**src/rtl/addsub_pkg.sv**
```systemverilog
// Shared types and constants for the digit-serial adder/subtractor.
package addsub_pkg;

  typedef enum logic [1:0] {
    IDLE = 2'd0,
    RUN  = 2'd1,
    DONE = 2'd2
  } state_t;

  localparam int OP_SUB     = 0;
  localparam int OP_USE_CIN = 1;

  // Operand width must split into whole digits.
  function automatic bit geometry_ok(input int width, input int digit);
    return (digit > 0) && (width >= digit) && ((width % digit) == 0);
  endfunction

endpackage

```
**src/rtl/addsub_digit.sv**
```systemverilog
// One DIGIT-wide ripple of full adders; B is conditionally inverted for subtract.
module addsub_digit #(
  parameter int DIGIT = 8
) (
  input  logic [DIGIT-1:0] a,
  input  logic [DIGIT-1:0] b,
  input  logic             sub,
  input  logic             ci,
  output logic [DIGIT-1:0] s,
  output logic             co,
  output logic             c_msb
);

  logic [DIGIT:0]   c;
  logic [DIGIT-1:0] bx;

  assign c[0] = ci;
  assign bx   = b ^ {DIGIT{sub}};

  for (genvar i = 0; i < DIGIT; i++) begin : g_fa
    assign s[i]   = a[i] ^ bx[i] ^ c[i];
    assign c[i+1] = (a[i] & bx[i]) | (c[i] & (a[i] ^ bx[i]));
  end

  assign co    = c[DIGIT];
  assign c_msb = c[DIGIT-1];

endmodule

```
**src/rtl/addsub_seq.sv**
```systemverilog
// Digit-serial adder/subtractor: NDIG RUN cycles per operation, results and
// flags registered together on completion, start/done handshake.
module addsub_seq
  import addsub_pkg::*;
#(
  parameter int WIDTH = 32,
  parameter int DIGIT = 8
) (
  input  logic             clk,
  input  logic             rst,
  input  logic             start,
  input  logic [WIDTH-1:0] A,
  input  logic [WIDTH-1:0] B,
  input  logic [1:0]       Op,
  input  logic             Cin,
  output logic [WIDTH-1:0] Sum,
  output logic             Cout,
  output logic             Ovf,
  output logic             Zero,
  output logic             Busy,
  output logic             Done
);

  localparam int NDIG = WIDTH / DIGIT;
  localparam int CW   = (NDIG > 1) ? $clog2(NDIG) : 1;
  localparam logic [CW-1:0] LAST_CNT = CW'(NDIG - 1);

  if (!geometry_ok(WIDTH, DIGIT)) begin : g_bad_geometry
    $error("addsub_seq: WIDTH must be a non-zero multiple of DIGIT");
  end

  state_t state, state_next;
  logic             accept;
  logic             last;
  logic [CW-1:0]    cnt;
  logic [WIDTH-1:0] a_r, b_r, res, res_next;
  logic             sub_r;
  logic             carry;
  logic [DIGIT-1:0] dig_s;
  logic             dig_co, dig_cmsb;

  assign last = (cnt == LAST_CNT);

  addsub_digit #(.DIGIT(DIGIT)) u_digit (
    .a     (a_r[DIGIT-1:0]),
    .b     (b_r[DIGIT-1:0]),
    .sub   (sub_r),
    .ci    (carry),
    .s     (dig_s),
    .co    (dig_co),
    .c_msb (dig_cmsb)
  );

  // Result slices enter at the top and shift down, so after NDIG cycles
  // digit 0 sits at the LSB.
  if (NDIG == 1) begin : g_one_digit
    assign res_next = dig_s;
  end else begin : g_multi_digit
    assign res_next = {dig_s, res[WIDTH-1:DIGIT]};
  end

  always_ff @(posedge clk or posedge rst) begin
    if (rst) state <= IDLE;
    else     state <= state_next;
  end

  always_comb begin
    state_next = state;
    accept     = 1'b0;
    case (state)
      IDLE: if (start) begin
        accept     = 1'b1;
        state_next = RUN;
      end
      RUN:  if (last) state_next = DONE;
      DONE: begin
        if (start) begin
          accept     = 1'b1;
          state_next = RUN;
        end else begin
          state_next = IDLE;
        end
      end
      default: state_next = IDLE;
    endcase
  end

  always_ff @(posedge clk or posedge rst) begin
    if (rst) begin
      a_r   <= '0;
      b_r   <= '0;
      res   <= '0;
      sub_r <= 1'b0;
      carry <= 1'b0;
      cnt   <= '0;
      Sum   <= '0;
      Cout  <= 1'b0;
      Ovf   <= 1'b0;
      Zero  <= 1'b0;
      Busy  <= 1'b0;
      Done  <= 1'b0;
    end else begin
      Busy <= (state_next == RUN);
      Done <= (state == RUN) && last;
      if (accept) begin
        a_r   <= A;
        b_r   <= B;
        sub_r <= Op[OP_SUB];
        carry <= Op[OP_SUB] ^ (Op[OP_USE_CIN] & Cin);
        cnt   <= '0;
        res   <= '0;
      end else if (state == RUN) begin
        a_r   <= a_r >> DIGIT;
        b_r   <= b_r >> DIGIT;
        carry <= dig_co;
        res   <= res_next;
        if (!last) cnt <= cnt + 1'b1;
        if (last) begin
          Sum  <= res_next;
          Cout <= dig_co ^ sub_r;
          Ovf  <= dig_cmsb ^ dig_co;
          Zero <= (res_next == '0);
        end
      end
    end
  end

endmodule
```
**config.mk**
```make
export PLATFORM = sky130hd
export DESIGN_NAME = addsub_seq
export DESIGN_NICKNAME = d
export VERILOG_FILES = /design/src/rtl/addsub_pkg.sv /design/src/rtl/addsub_digit.sv /design/src/rtl/addsub_seq.sv
export SDC_FILE = /design/constraint.sdc
export NUM_CORES = 1
export LEC_CHECK = 0
export ABC_AREA = 0
export CORE_AREA = 2 2 116 118
export DETAILED_ROUTE_END_ITERATION = 7
export DIE_AREA = 0 0 118 120
export PLACE_DENSITY_LB_ADDON = 0.3
export SLEW_MARGIN = 25
export SYNTH_ARGS = -nofsm -noshare
export SYNTH_HDL_FRONTEND = slang
export SYNTH_SLANG_ARGS = --single-unit
```
**constraint.sdc**
```tcl
create_clock -name clk -period 11.3 [get_ports clk]
set_input_delay 1.695 -clock clk [delete_from_list [all_inputs] [get_ports clk]]
set_output_delay 1.695 -clock clk [all_outputs]
set_load 0.05 [all_outputs]
```
# == Word-level counts from Yosys, hierarchy flattened ==
# Index checks and enable logic that the tools add are counted.
# word_totals
regBits,139
out_inout_bits,37
wordCells,89
# classes
add_sub_neg,1
n_eq_ne,5
n_mux,17
bitwise_logic,46
n_reduce_logical,7
# op_table
operator,n
$mux 32,6
$logic_not 32->1,1
$xor 1x1->1,19
$and 1x1->1,17
$mux 2,5
$or 1x1->1,8
$xor 8x8->8,1
$pmux 2 s3,1
$mux 1,5
$eq 2x1->1 const B,2
$eq 2x2->1 const B,2
$reduce_and 3->1,1
$add 2x1->2 const B,1
$logic_not 2->1,1
$ne 2x2->1 const B,1
$reduce_and 2->1,1
$reduce_bool 2->1,1
$reduce_or 2->1,1
$logic_and 1x1->1,1
$not 1->1,1

# == Depth between registers and ports, before layout ==
# logic_depth
depth_word,20
ltp_mapped,17
depth_no_buf,16

# == Cells and area by module ==
# Synthesis repeated with hierarchy kept, for this count alone.
# unflattened
hier_cells,404
area_unflattened_um2,5556.6
# by_module_without_submodules
mod,n_inst,cells_each,area_per_inst_um2,seq_area_each_um2
addsub_seq,1,369,5247.5,3278.1
addsub_digit,1,35,309.0,0.0

# == Least setup slack after synthesis ==
# OpenSTA, ideal clock, no wires.
# synth_path
path_type,register to register
from,register sub_r
to,register Zero
setup_ps,104
arrival_time_ps,3826
required_ps,11196
slack_ps,7370
path_stages_with_launch,18
period_less_slack_ps,3930
cell_sequence,dfrtp_1 buf_2 xor2_1 fa_1 fa_1 inv_1 fa_1 fa_1 fa_1 inv_1 fa_1 inv_1 fa_1 inv_1 fa_1 nor4_1 nand4_1 o41ai_2
# synth_between
elab_chain_len,18
word_cells_on_any_way,39
# synth_lines
item,line,rtl
start: declaration,addsub_seq.sv:37,logic sub_r;
start signal: assignment,addsub_seq.sv:108,sub_r <= Op[OP_SUB];
$xor 8x8->8 (*),addsub_digit.sv:18,assign bx = b ^ {DIGIT{sub}};
$xor 1x1->1,addsub_digit.sv:22,assign c[i+1] = (a[i] & bx[i]) | (c[i] & (a[i] ^ bx[i]));
$and 1x1->1,addsub_digit.sv:22,
$or 1x1->1,addsub_digit.sv:22,
$and 1x1->1,addsub_digit.sv:22,
$or 1x1->1,addsub_digit.sv:22,
$and 1x1->1,addsub_digit.sv:22,
$or 1x1->1,addsub_digit.sv:22,
(+3 left out),-,
$or 1x1->1,addsub_digit.sv:22,
$and 1x1->1,addsub_digit.sv:22,
$or 1x1->1,addsub_digit.sv:22,
$and 1x1->1,addsub_digit.sv:22,
$or 1x1->1,addsub_digit.sv:22,
$xor 1x1->1 (*),addsub_digit.sv:21,assign s[i] = a[i] ^ bx[i] ^ c[i];
net dig_s[7],addsub_seq.sv:39,logic [DIGIT-1:0] dig_s;
$logic_not 32->1 (*),addsub_seq.sv:122,Zero <= (res_next == '0);
end signal: assignment,addsub_seq.sv:122,
end: declaration,addsub_seq.sv:19,"output logic Zero,"
# The timed path passes the listed nets; every way through them passes the cells marked *.
# A chain may end at the register's enable or synchronous reset.

# == Worst setup path in the final report ==
# Ends and elaborated chain as after synthesis.

==> results.sh <==
export IMPL_synth_edf_count=0
export IMPL_grt_usage_pct=17.45
export IMPL_initial_core_util_pct=42.00
export IMPL_ys_seq_elements=131
export IMPL_hpwl_um=7938
export IMPL_leakage_uw=0.003301
export IMPL_critPathKind="reg2reg"
export IMPL_diodes=0
export IMPL_drtAntennaViolNets=0
export IMPL_synthAdderAreaFrac_pct=3.167
export IMPL_io_pins=107
export IMPL_syn_area_mm2=0.005451
export IMPL_cp_required_ns=11.60
export IMPL_place_congestion=0.7513
export IMPL_drt_pass1_iterations=5
export IMPL_synth_top_cell_area_share_pct=60.13
export IMPL_worst_pin_slew_ns=0.9822
export IMPL_synth_compound_area_share_pct=14.48
export IMPL_dp_cells=700
export IMPL_synthArstFlopShare_pct=100.0
export IMPL_clk_insertion_delay_late_ns=0.41
export IMPL_first_iter_violations=284
export IMPL_synthTopCellsByArea="dfrtp_1 60%, a22oi_1 6.1%, a22o_1 5.8%"
export IMPL_final_area_mm2=0.007221
export IMPL_dr_total_vias=3916
export IMPL_num_rows=42
export IMPL_synth_top_area_cell="dfrtp_1"
export IMPL_critPathArrivalTime_ns=4.56
export IMPL_synth_top_family_by_area="compound AO/OA/AOI/OAI gates"
export IMPL_multi_input_area_mm2=0.002002
export IMPL_clkTransAtPathRegs_ns=0.06
export IMPL_die_width_um=118
export IMPL_cts_resized=0
export IMPL_skew_ns=0.01251
export IMPL_min_to="Sum[30]$_DFFE_PP0P_"
export IMPL_htreeDepth=4
export IMPL_ff2ff_path_depth=16
export IMPL_setup_violations=0
export IMPL_holdBufCountCts=0
export IMPL_fillers=1119
export IMPL_cts_tree="done"
export IMPL_r2r_end="Zero$_DFFE_PP0P_"
export IMPL_synth_main_ff_cell="dfrtp_1"
export IMPL_syn_nets=530
export IMPL_crit_path_max_fanout=10
export IMPL_hp_class="reg2reg"
export IMPL_wl_um=12190
export IMPL_synth_cell_type_count=31
export IMPL_maxSlewHeadroom_pct=34.37
export IMPL_grt_pass1_wl_um=19500
export IMPL_io_buffers=106
export IMPL_cts_root_buffer="clkbuf_16"
export IMPL_outcome="finished, final reports clean"
export IMPL_pre_cts_ws_ns=7.064
export IMPL_period_needed_ns=4.260
export IMPL_grt_pass1_vias=3891
export IMPL_synthSimpleGateAreaFrac_pct=10.51
export IMPL_fin_ws_ns=7.040
export IMPL_r2r_start="sub_r$_DFFE_PP0P_"
export IMPL_startpoint="sub_r$_DFFE_PP0P_"
export IMPL_wl_per_cell_um=16.67
export IMPL_layout_nets=622
export IMPL_fmax_mhz=234.8
export IMPL_cap_violations=0
export IMPL_cts_sinks=131
export IMPL_p_per_area_mw_per_mm2=343.3
export IMPL_worstSetupEndpointType="flip-flop"
export IMPL_worstHoldStart="Sum[30]$_DFFE_PP0P_"
export IMPL_synth_avg_cell_area_um2=12.09
export IMPL_min_period_over_period_pct=37.70
export IMPL_setup_tns_ns=0
export IMPL_grt_overflow=0
export IMPL_final_hold_violation_count=0
export IMPL_drive_gt1_share_pct=12.61
export IMPL_yosysWarnings=0
export IMPL_peakVddDrop_uv=209.7
export IMPL_seqCellArea_mm2=0.003278
export IMPL_die_h_um=120
export IMPL_synth_mux_area_share_pct=6.151
export IMPL_drc=0
export IMPL_vias_per_cell=5.357
export IMPL_hold_path_cell_count=2
export IMPL_core_area_mm2=0.01298
export IMPL_die_area_mm2=0.01416
export IMPL_grt_max_degree=81
export IMPL_syn_instance_count=451
export IMPL_final_cells=731
export IMPL_cts_buffer_depth=2
export IMPL_numCtsBuffers=17
export IMPL_postLayoutCoreUtil_pct=55.63
export IMPL_grt_antenna_before_repair=0
export IMPL_r2r_setup_slack_ns=7.04
export IMPL_post_cts_buffers=0
export IMPL_dpl_cell_area_mm2=0.006618
export IMPL_rsz0062_at_grt="false"
export IMPL_syn_to_final_growth_pct=32.45
export IMPL_start_kind="flip-flop"
export IMPL_synth_xor_area_share_pct=1.767
export IMPL_yosysSeqAreaShare_pct=60.13
export IMPL_drv_slew=0
-- registers in the layout (all words and copies together), names as in the netlist, 2 cells and up --
signal and count:
Sum 32, a_r 32, b_r 32, cnt 2
res 24, state 2
-- Yosys cell counts, types with 5 or more instances --
cell type  number
dfrtp_1       131
clkbuf_1       15
o21ai_0         8
nand2_1        57
a22oi_1        44
nand3_1        44
xnor2_1         5
inv_1          12
a22o_1         36
mux2_2         28
nor4_1          6
buf_2          21
xor2_1          6
fa_1            8
-- placed cells by master (no fill, tap or decap), types with 8 or more instances in the layout --
master	n
clkbuf_16	17
nand2_1	57
fa_1	8
mux2_2	28
a22oi_1	44
inv_1	11
dfrtp_1	131
nand3_1	44
a22o_1	36
clkdlybuf4s50_1	106
o21ai_0	8
-- per-stage QoR --
step / hold slack, ns / total power, uW
floorplan: 0.4662 / 1603
global placement: 0.4705 / 1922
detailed placement: 0.4748 / 1950
CTS: 0.4873 / 2492
global route: 0.5145 / 2628
finish: 0.4816 / 2479
-- critical path, cell delays in order, from the launching register on --
cell and delay, ns:
dfrtp_1 0.61, xor2_1 0.22, fa_1 0.21, fa_1 0.16
inv_1 0.05, fa_1 0.38, fa_1 0.40, fa_1 0.36
inv_1 0.07, fa_1 0.16, inv_1 0.05, fa_1 0.40
inv_1 0.09, fa_1 0.45, nor4_1 0.19, nand4_1 0.14
o41ai_2 0.20
-- worst max-delay path by stage --
stage | depth (start not counted) | slack (ns) | endpoint
5_1_grt | 16 | 6.80 | Zero$_DFFE_PP0P_
6_report | 16 | 7.04 | Zero$_DFFE_PP0P_
3_3_place_gp | 16 | 7.20 | Zero$_DFFE_PP0P_
2_1_floorplan | 1 | 6.11 | Busy$_DFF_PP0_
4_1_cts | 16 | 7.06 | Zero$_DFFE_PP0P_
3_5_place_dp | 16 | 7.06 | Zero$_DFFE_PP0P_
-- area by class of cell --
type | instances | share of cell area [%]
well taps | 176 | 3.050
clock inverters | 12 | 1.837
multi-input cells | 272 | 27.72
clock buffers | 19 | 6.273
repair buffers | 109 | 15.06
inverters | 12 | 0.6585
flip-flops and latches | 131 | 45.40
-- layer usage --
layer	wire length (um)	part of all wire (%)	global-route usage, %
met1	5341	44	23.13
met4	93	0.76	5.422
met2	5929	49	27.87
met5	0	0	0
met3	821	6.7	5.133
-- power by group --
part           leakage (uW)  switching (uW)  internal, uW
clock network      0.000281             200           335
logic               0.00136             670           448
registers           0.00166             147           678
-- cells by family after synthesis --
kind of cell    count (synthesis)
compound gates                 99
xor+xnor                       11
fa+ha+maj                       9
buf+inv                        48
flops                         131
mux                            30
simple gates                  123
No activity file was read; power rests on OpenSTA's default activity.
